--- config.mk ---
export PLATFORM = sky130hd
export DESIGN_NAME = pipe_stage_skid
export DESIGN_NICKNAME = d
export VERILOG_FILES = /design/src/rtl/pipe_pkg.sv /design/src/rtl/pipe_stage_skid_sat_counter.sv /design/src/rtl/pipe_stage_skid.sv
export SDC_FILE = /design/constraint.sdc
export NUM_CORES = 1
export LEC_CHECK = 0
export CORE_UTILIZATION = 25
export DETAILED_ROUTE_END_ITERATION = 7
export GPL_ROUTABILITY_DRIVEN = 0
export SLEW_MARGIN = 20
export SYNTH_ARGS = -nofsm -noshare
export SYNTH_HDL_FRONTEND = slang
export SYNTH_HIERARCHICAL = 1
export SYNTH_SLANG_ARGS = --single-unit
--- constraint.sdc ---
create_clock -name clk -period 1.9 [get_ports clk]
set_input_delay 0.19 -clock clk [delete_from_list [all_inputs] [get_ports clk]]
set_output_delay 0.19 -clock clk [all_outputs]
set_load 0.05 [all_outputs]
--- src/rtl/pipe_pkg.sv ---
// Shared definitions for the inter-stage pipeline register: stage states, occupancy width,
// bubble encoding and the fetch/decode bundle field layout.
package pipe_pkg;

    typedef enum logic [1:0] {
        EMPTY = 2'd0,
        ONE   = 2'd1,
        FULL  = 2'd2
    } stage_state_e;

    localparam int OCC_W = 2;

    // Bubble payload: an all-zero bundle decodes as a no-op in every stage.
    localparam logic [81:0] NOP_ENC = 82'd0;

    localparam int FD_NPC_LSB   = 0;
    localparam int FD_NPC_MSB   = 31;
    localparam int FD_OPC_LSB   = 32;
    localparam int FD_OPC_MSB   = 36;
    localparam int FD_RS_LSB    = 37;
    localparam int FD_RS_MSB    = 39;
    localparam int FD_RD_LSB    = 40;
    localparam int FD_RD_MSB    = 42;
    localparam int FD_SHAMT_LSB = 43;
    localparam int FD_SHAMT_MSB = 47;
    localparam int FD_PC_LSB    = 48;
    localparam int FD_PC_MSB    = 79;
    localparam int FD_INT_LSB   = 80;
    localparam int FD_INT_MSB   = 81;

    function automatic logic [OCC_W-1:0] occ_of(input stage_state_e s);
        logic [OCC_W-1:0] occ;
        case (s)
            EMPTY:   occ = 2'd0;
            ONE:     occ = 2'd1;
            FULL:    occ = 2'd2;
            default: occ = 2'd0;
        endcase
        return occ;
    endfunction

endpackage

--- src/rtl/pipe_stage_skid_sat_counter.sv ---
// Saturating up-counter with synchronous clear; used for the optional stage performance counters.
module sat_counter #(
    parameter int W = 32
) (
    input  logic         clk,
    input  logic         rst_n,
    input  logic         inc,
    input  logic         clr,
    output logic [W-1:0] cnt
);

    logic [W-1:0] cnt_q;
    logic [W-1:0] cnt_d;

    // Next count: clear wins, otherwise increment until all ones.
    always_comb begin
        cnt_d = cnt_q;
        if (clr) begin
            cnt_d = {W{1'b0}};
        end else if (inc && (cnt_q != {W{1'b1}})) begin
            cnt_d = cnt_q + {{(W-1){1'b0}}, 1'b1};
        end else begin
            cnt_d = cnt_q;
        end
    end

    // Count register.
    always_ff @(posedge clk or negedge rst_n) begin
        if (!rst_n) begin
            cnt_q <= {W{1'b0}};
        end else begin
            cnt_q <= cnt_d;
        end
    end

    assign cnt = cnt_q;

endmodule

--- src/rtl/pipe_stage_skid.sv ---
// Pipeline register with 2-entry skid buffer, flush and sticky interrupt capture.
// Optional performance counters are built when PIPE_STAGE_PERF_EN is defined.
module pipe_stage_skid
    import pipe_pkg::*;
#(
    parameter int                DATA_W    = 82,
    parameter int                INT_W     = 2,
    parameter logic [DATA_W-1:0] NOP_VALUE = DATA_W'(NOP_ENC)
) (
    input  logic              clk,
    input  logic              rst_n,
    input  logic              flush,
    input  logic              in_valid,
    output logic              in_ready,
    input  logic [DATA_W-1:0] in_data,
    input  logic [INT_W-1:0]  in_int,
    output logic              out_valid,
    input  logic              out_ready,
    output logic [DATA_W-1:0] out_data,
    output logic [INT_W-1:0]  out_int,
    output logic [OCC_W-1:0]  occupancy
`ifdef PIPE_STAGE_PERF_EN
    ,
    output logic [31:0]       stall_cnt,
    output logic [31:0]       bubble_cnt,
    output logic [15:0]       flush_cnt
`endif
);

    stage_state_e      state_q,     state_d;
    logic [DATA_W-1:0] main_data_q, main_data_d;
    logic [INT_W-1:0]  main_int_q,  main_int_d;
    logic [DATA_W-1:0] skid_data_q, skid_data_d;
    logic [INT_W-1:0]  skid_int_q,  skid_int_d;
    logic [INT_W-1:0]  pending_q,   pending_d;
    logic              in_ready_q,  in_ready_d;
    logic              out_valid_q, out_valid_d;
    logic [OCC_W-1:0]  occ_q,       occ_d;

    logic              accept_s;
    logic              drain_s;
    logic [INT_W-1:0]  beat_int_s;

    assign accept_s   = in_valid & in_ready_q;
    assign drain_s    = out_valid_q & out_ready;
    assign beat_int_s = pending_q | in_int;

    // Next-state, entry and interrupt-capture logic; flush overrides any transfer.
    always_comb begin
        state_d     = state_q;
        main_data_d = main_data_q;
        main_int_d  = main_int_q;
        skid_data_d = skid_data_q;
        skid_int_d  = skid_int_q;
        pending_d   = beat_int_s;

        if (flush) begin
            state_d     = EMPTY;
            main_data_d = NOP_VALUE;
            main_int_d  = {INT_W{1'b0}};
            skid_data_d = NOP_VALUE;
            skid_int_d  = {INT_W{1'b0}};
        end else begin
            if (accept_s) begin
                pending_d = {INT_W{1'b0}};
            end else begin
                pending_d = beat_int_s;
            end

            case (state_q)
                EMPTY: begin
                    if (accept_s) begin
                        main_data_d = in_data;
                        main_int_d  = beat_int_s;
                        state_d     = ONE;
                    end else begin
                        state_d = EMPTY;
                    end
                end
                ONE: begin
                    if (accept_s && !drain_s) begin
                        skid_data_d = in_data;
                        skid_int_d  = beat_int_s;
                        state_d     = FULL;
                    end else if (accept_s && drain_s) begin
                        main_data_d = in_data;
                        main_int_d  = beat_int_s;
                        state_d     = ONE;
                    end else if (drain_s) begin
                        main_data_d = NOP_VALUE;
                        main_int_d  = {INT_W{1'b0}};
                        state_d     = EMPTY;
                    end else begin
                        state_d = ONE;
                    end
                end
                FULL: begin
                    // in_ready is low here, so only a drain can change anything.
                    if (drain_s) begin
                        main_data_d = skid_data_q;
                        main_int_d  = skid_int_q;
                        skid_data_d = NOP_VALUE;
                        skid_int_d  = {INT_W{1'b0}};
                        state_d     = ONE;
                    end else begin
                        state_d = FULL;
                    end
                end
                default: begin
                    state_d     = EMPTY;
                    main_data_d = NOP_VALUE;
                    main_int_d  = {INT_W{1'b0}};
                    skid_data_d = NOP_VALUE;
                    skid_int_d  = {INT_W{1'b0}};
                end
            endcase
        end

        out_valid_d = (state_d != EMPTY);
        in_ready_d  = (state_d != FULL);
        occ_d       = occ_of(state_d);
    end

    // Stage state, entries, pending interrupts and registered handshake outputs.
    always_ff @(posedge clk or negedge rst_n) begin
        if (!rst_n) begin
            state_q     <= EMPTY;
            main_data_q <= NOP_VALUE;
            main_int_q  <= {INT_W{1'b0}};
            skid_data_q <= NOP_VALUE;
            skid_int_q  <= {INT_W{1'b0}};
            pending_q   <= {INT_W{1'b0}};
            in_ready_q  <= 1'b1;
            out_valid_q <= 1'b0;
            occ_q       <= {OCC_W{1'b0}};
        end else begin
            state_q     <= state_d;
            main_data_q <= main_data_d;
            main_int_q  <= main_int_d;
            skid_data_q <= skid_data_d;
            skid_int_q  <= skid_int_d;
            pending_q   <= pending_d;
            in_ready_q  <= in_ready_d;
            out_valid_q <= out_valid_d;
            occ_q       <= occ_d;
        end
    end

    // The main entry is forced to the bubble encoding whenever the stage is empty.
    assign out_valid = out_valid_q;
    assign out_data  = main_data_q;
    assign out_int   = main_int_q;
    assign in_ready  = in_ready_q;
    assign occupancy = occ_q;

`ifdef PIPE_STAGE_PERF_EN
    sat_counter #(.W(32)) u_stall_cnt (
        .clk   (clk),
        .rst_n (rst_n),
        .inc   (out_valid_q & ~out_ready),
        .clr   (1'b0),
        .cnt   (stall_cnt)
    );

    sat_counter #(.W(32)) u_bubble_cnt (
        .clk   (clk),
        .rst_n (rst_n),
        .inc   (~out_valid_q),
        .clr   (1'b0),
        .cnt   (bubble_cnt)
    );

    sat_counter #(.W(16)) u_flush_cnt (
        .clk   (clk),
        .rst_n (rst_n),
        .inc   (flush),
        .clr   (1'b0),
        .cnt   (flush_cnt)
    );
`endif

endmodule

==> flow_summary.json <==
{
  "run_status": "complete, no violations",
  "ys_types": 31,
  "ys_seq_area_share_pct": 50.0,
  "antenna_found_initial": 0,
  "post_drt_wl_per_cell_um": 17.9,
  "via_per_inst": 4.81,
  "cap_violations": 0,
  "fp-row-count": 68,
  "netlist_area_um2": 8810,
  "fin_setup_tns_ns": 0,
  "remaining_drc_errors": 0,
  "cp_num_buf_inv": 1,
  "hold_class": "primary input to async pin",
  "critical_path_class": "flip-flop to primary output",
  "cts_sinks": 176,
  "p_switching_uw": 3620,
  "io_pins": 177,
  "path_cells": "clkdlybuf4s50_1",
  "async_flop_share_pct": 100,
  "port_buffers": 176,
  "cp.required_ns": 1.71,
  "cts_max_path_buffers": 2,
  "synthAdderAreaFrac_pct": 0,
  "synth_area_leaders": "dfrtp_1 50%, mux2i_1 19%, a22o_1 8.5%, o2bb2ai_1 8.2%, nand2_1 7.3%",
  "yosys-top-cells-count": "175 x dfrtp_1, 172 x nand2_1, 166 x mux2i_1",
  "setup_viol_count_final": 0,
  "final_area_um2": 11900,
  "regToRegStartpoint": "in_ready",
  "intPower_uw": 7380,
  "htreeDepth": 4,
  "p_comb_share_pct": 26.9,
  "fmax_ghz": 0.545,
  "crit_cells": 1,
  "post-synth-top-count-cell": "dfrtp_1",
  "cp-startpoint": "out_data[11]",
  "synth_compound_area_share_pct": 17.8,
  "regArea_um2": 4410,
  "rsz0062_at_grt": "false",
  "slew_violations": 0,
  "synth_warnings": 6,
  "dr.pass1.iters": 4,
  "switching_share_pct": 32.9,
  "synthCells": 794,
  "insertion_delay_ns": 0.43,
  "overflow": 0,
  "final_nets": 1040,
  "path_clk_slew_ns": 0.07,
  "synthXorXnorAreaFrac_pct": 0.0994,
  "ir_drop_mv": 0.634,
  "worstMarginPinSlew_ns": 0.625,
  "die-area_um2": 36000,
  "crit_fanout": 2,
  "grt_usage_pct": 14.6,
  "synth_top_family_by_area": "multiplexers",
  "synth.mux.area_fraction_pct": 18.9,
  "synth_flop_cell": "dfrtp_1",
  "postRouteAntennaNets": 0,
  "critical-path-top-delay-family": "buffers and inverters",
  "power_leakage_uw": 0.00498,
  "power_frac_clock_pct": 34.1,
  "cp_slowest_cell": "clkdlybuf4s50_1",
  "synth_top_area_share_pct": 49.7,
  "multi_input_area_um2": 4040,
  "critPathMaxStageDelay_ns": 0.82,
  "routed_wl_mm": 25.4,
  "slew_headroom_pct": 58.4,
  "p_per_area_nw_per_um2": 923,
  "synth-seq-cells": 176,
  "synth_edf_count": 0,
  "critPathLaunchType": "flip-flop",
  "die_h_um": 190,
  "grt_pass1_wl_mm": 40.8,
  "skew_ns": 0.00782,
  "die_w_um": 190,
  "grt_pass1_vias": 7264,
  "holdWs_ns": 0.307,
  "grt_max_degree": 84,
  "drive_gt1_share_pct": 8.71,
  "place_hpwl_mm": 15.9,
  "fillers": 3432,
  "fin_crit_ns": 1.83,
  "final_core_util_pct": 34.4,
  "hold_violations": 0,
  "cts_tree": "built",
  "avgSynthCellArea_um2": 11.1,
  "syn_nets": 883,
  "route.vias.total": 6826,
  "period_share_pct": 96.5,
  "cts_buffers": 17,
  "arrival_ns": 1.64,
  "core_area_um2": 34600,
  "fin_ws_ns": 0.0661,
  "synthSimpleGateAreaFrac_pct": 8.48,
  "r2r_cells": 5,
  "placed_area_um2": 11300,
  "cts_root_buffer": "clkbuf_16",
  "dp_slack_ns": -0.0220,
  "seqPwrFrac_pct": 39.1,
  "worstSetupEndpointType": "primary output",
  "synth_top_cell_by_area": "dfrtp_1",
  "area_delta_synth_final_pct": 35.3,
  "drt-initial-drc-count": 345,
  "initial_core_util_pct": 25.4
}
-- sequential cells by signal (all words and copies together), names as in the netlist --
signal / cells
in_ready: 1
occupancy: 2
out_data: 82
out_int: 2
out_valid: 1
pending_q: 2
skid_data_q: 82
skid_int_q: 2
state_q: 2
-- metrics by stage --
| stage | total power (uW) | instances |
|---|---|---|
| after floorplan | 6140 | 794 |
| after global placement | 7320 | 1386 |
| after detailed placement | 7350 | 1386 |
| after CTS | 11200 | 1419 |
| after global routing | 11600 | 1419 |
| final | 11000 | 1420 |
-- placed cells by master (no fill, tap or decap), types with 2 or more instances in the layout --
master,n
o2bb2ai_1,82
a22o_1,85
clkinvlp_4,3
buf_12,18
inv_6,2
a221oi_1,2
dlymetal6s2s_1,2
clkinv_2,2
clkbuf_8,3
buf_4,24
nor2b_1,3
clkbuf_16,17
inv_1,3
dfrtp_4,2
bufinv_16,3
nor2_1,6
or3_1,2
nand2_1,171
dfrtp_1,173
clkdlybuf4s50_1,168
clkinv_4,2
mux2i_1,166
o21ai_0,3
-- final cells by class --
type | instances | share of cell area (%)
clock buffer | 20 | 3.83
clock inverter | 12 | 1.32
sequential | 176 | 37.0
multi-input combinational | 539 | 33.9
antenna | 1 | 0.0210
timing repair buffer | 214 | 19.1
tap | 455 | 4.78
inverter | 3 | 0.0945
-- layer usage --
layer,track usage (%),vias to the layer above,part of all wire (%)
met5,0,-,0
met4,3.07,0,0.66
met3,4.30,8,5.7
met2,23.5,145,47
met1,19.4,3470,47
li1,-,3203,-
-- worst paths after layout --
| path | to | slack [ns] |
|---|---|---|
| worst min register to register | pending_q[0] | 0.49 |
| worst max register to register | out_data[66] | 0.13 |
| worst min-delay path | skid_data_q[7] | 0.31 |
| min in group clk | skid_data_q[9] | 0.36 |
| max in group asynchronous | skid_data_q[19] | 0.99 |
| worst max-delay path | out_data[11] | 0.07 |
-- power groups by stage --
stage / sequential (uW) / clock, uW / combinational, uW
final: 4300 / 3750 / 2960
after global routing: 4340 / 4040 / 3170
after CTS: 4300 / 3890 / 2990
after detailed placement: 4360 / 0 / 2990
after global placement: 4360 / 0 / 2960
after floorplan: 5000 / 0 / 1140
-- kinds of logic (layout without fill, tap and decap cells) --
kind of cell / after synthesis / count (layout)
muxes: 166 / 166
other: 0 / 1
AOI/OAI and AO/OA: 181 / 181
buffers and inverters: 79 / 249
xor gates and xnor gates: 1 / 1
DFF: 176 / 176
and+or+nand+nor: 191 / 191
-- timing repair --
action                                  4_1_cts  5_1_grt
endpoints found under the setup margin        0        2
hold buffers                                  1        0
buffers inserted                              0        0
gates resized for setup                       0        2
hold endpoints to repair                     46        0
Power figures use the tool's default switching activity.
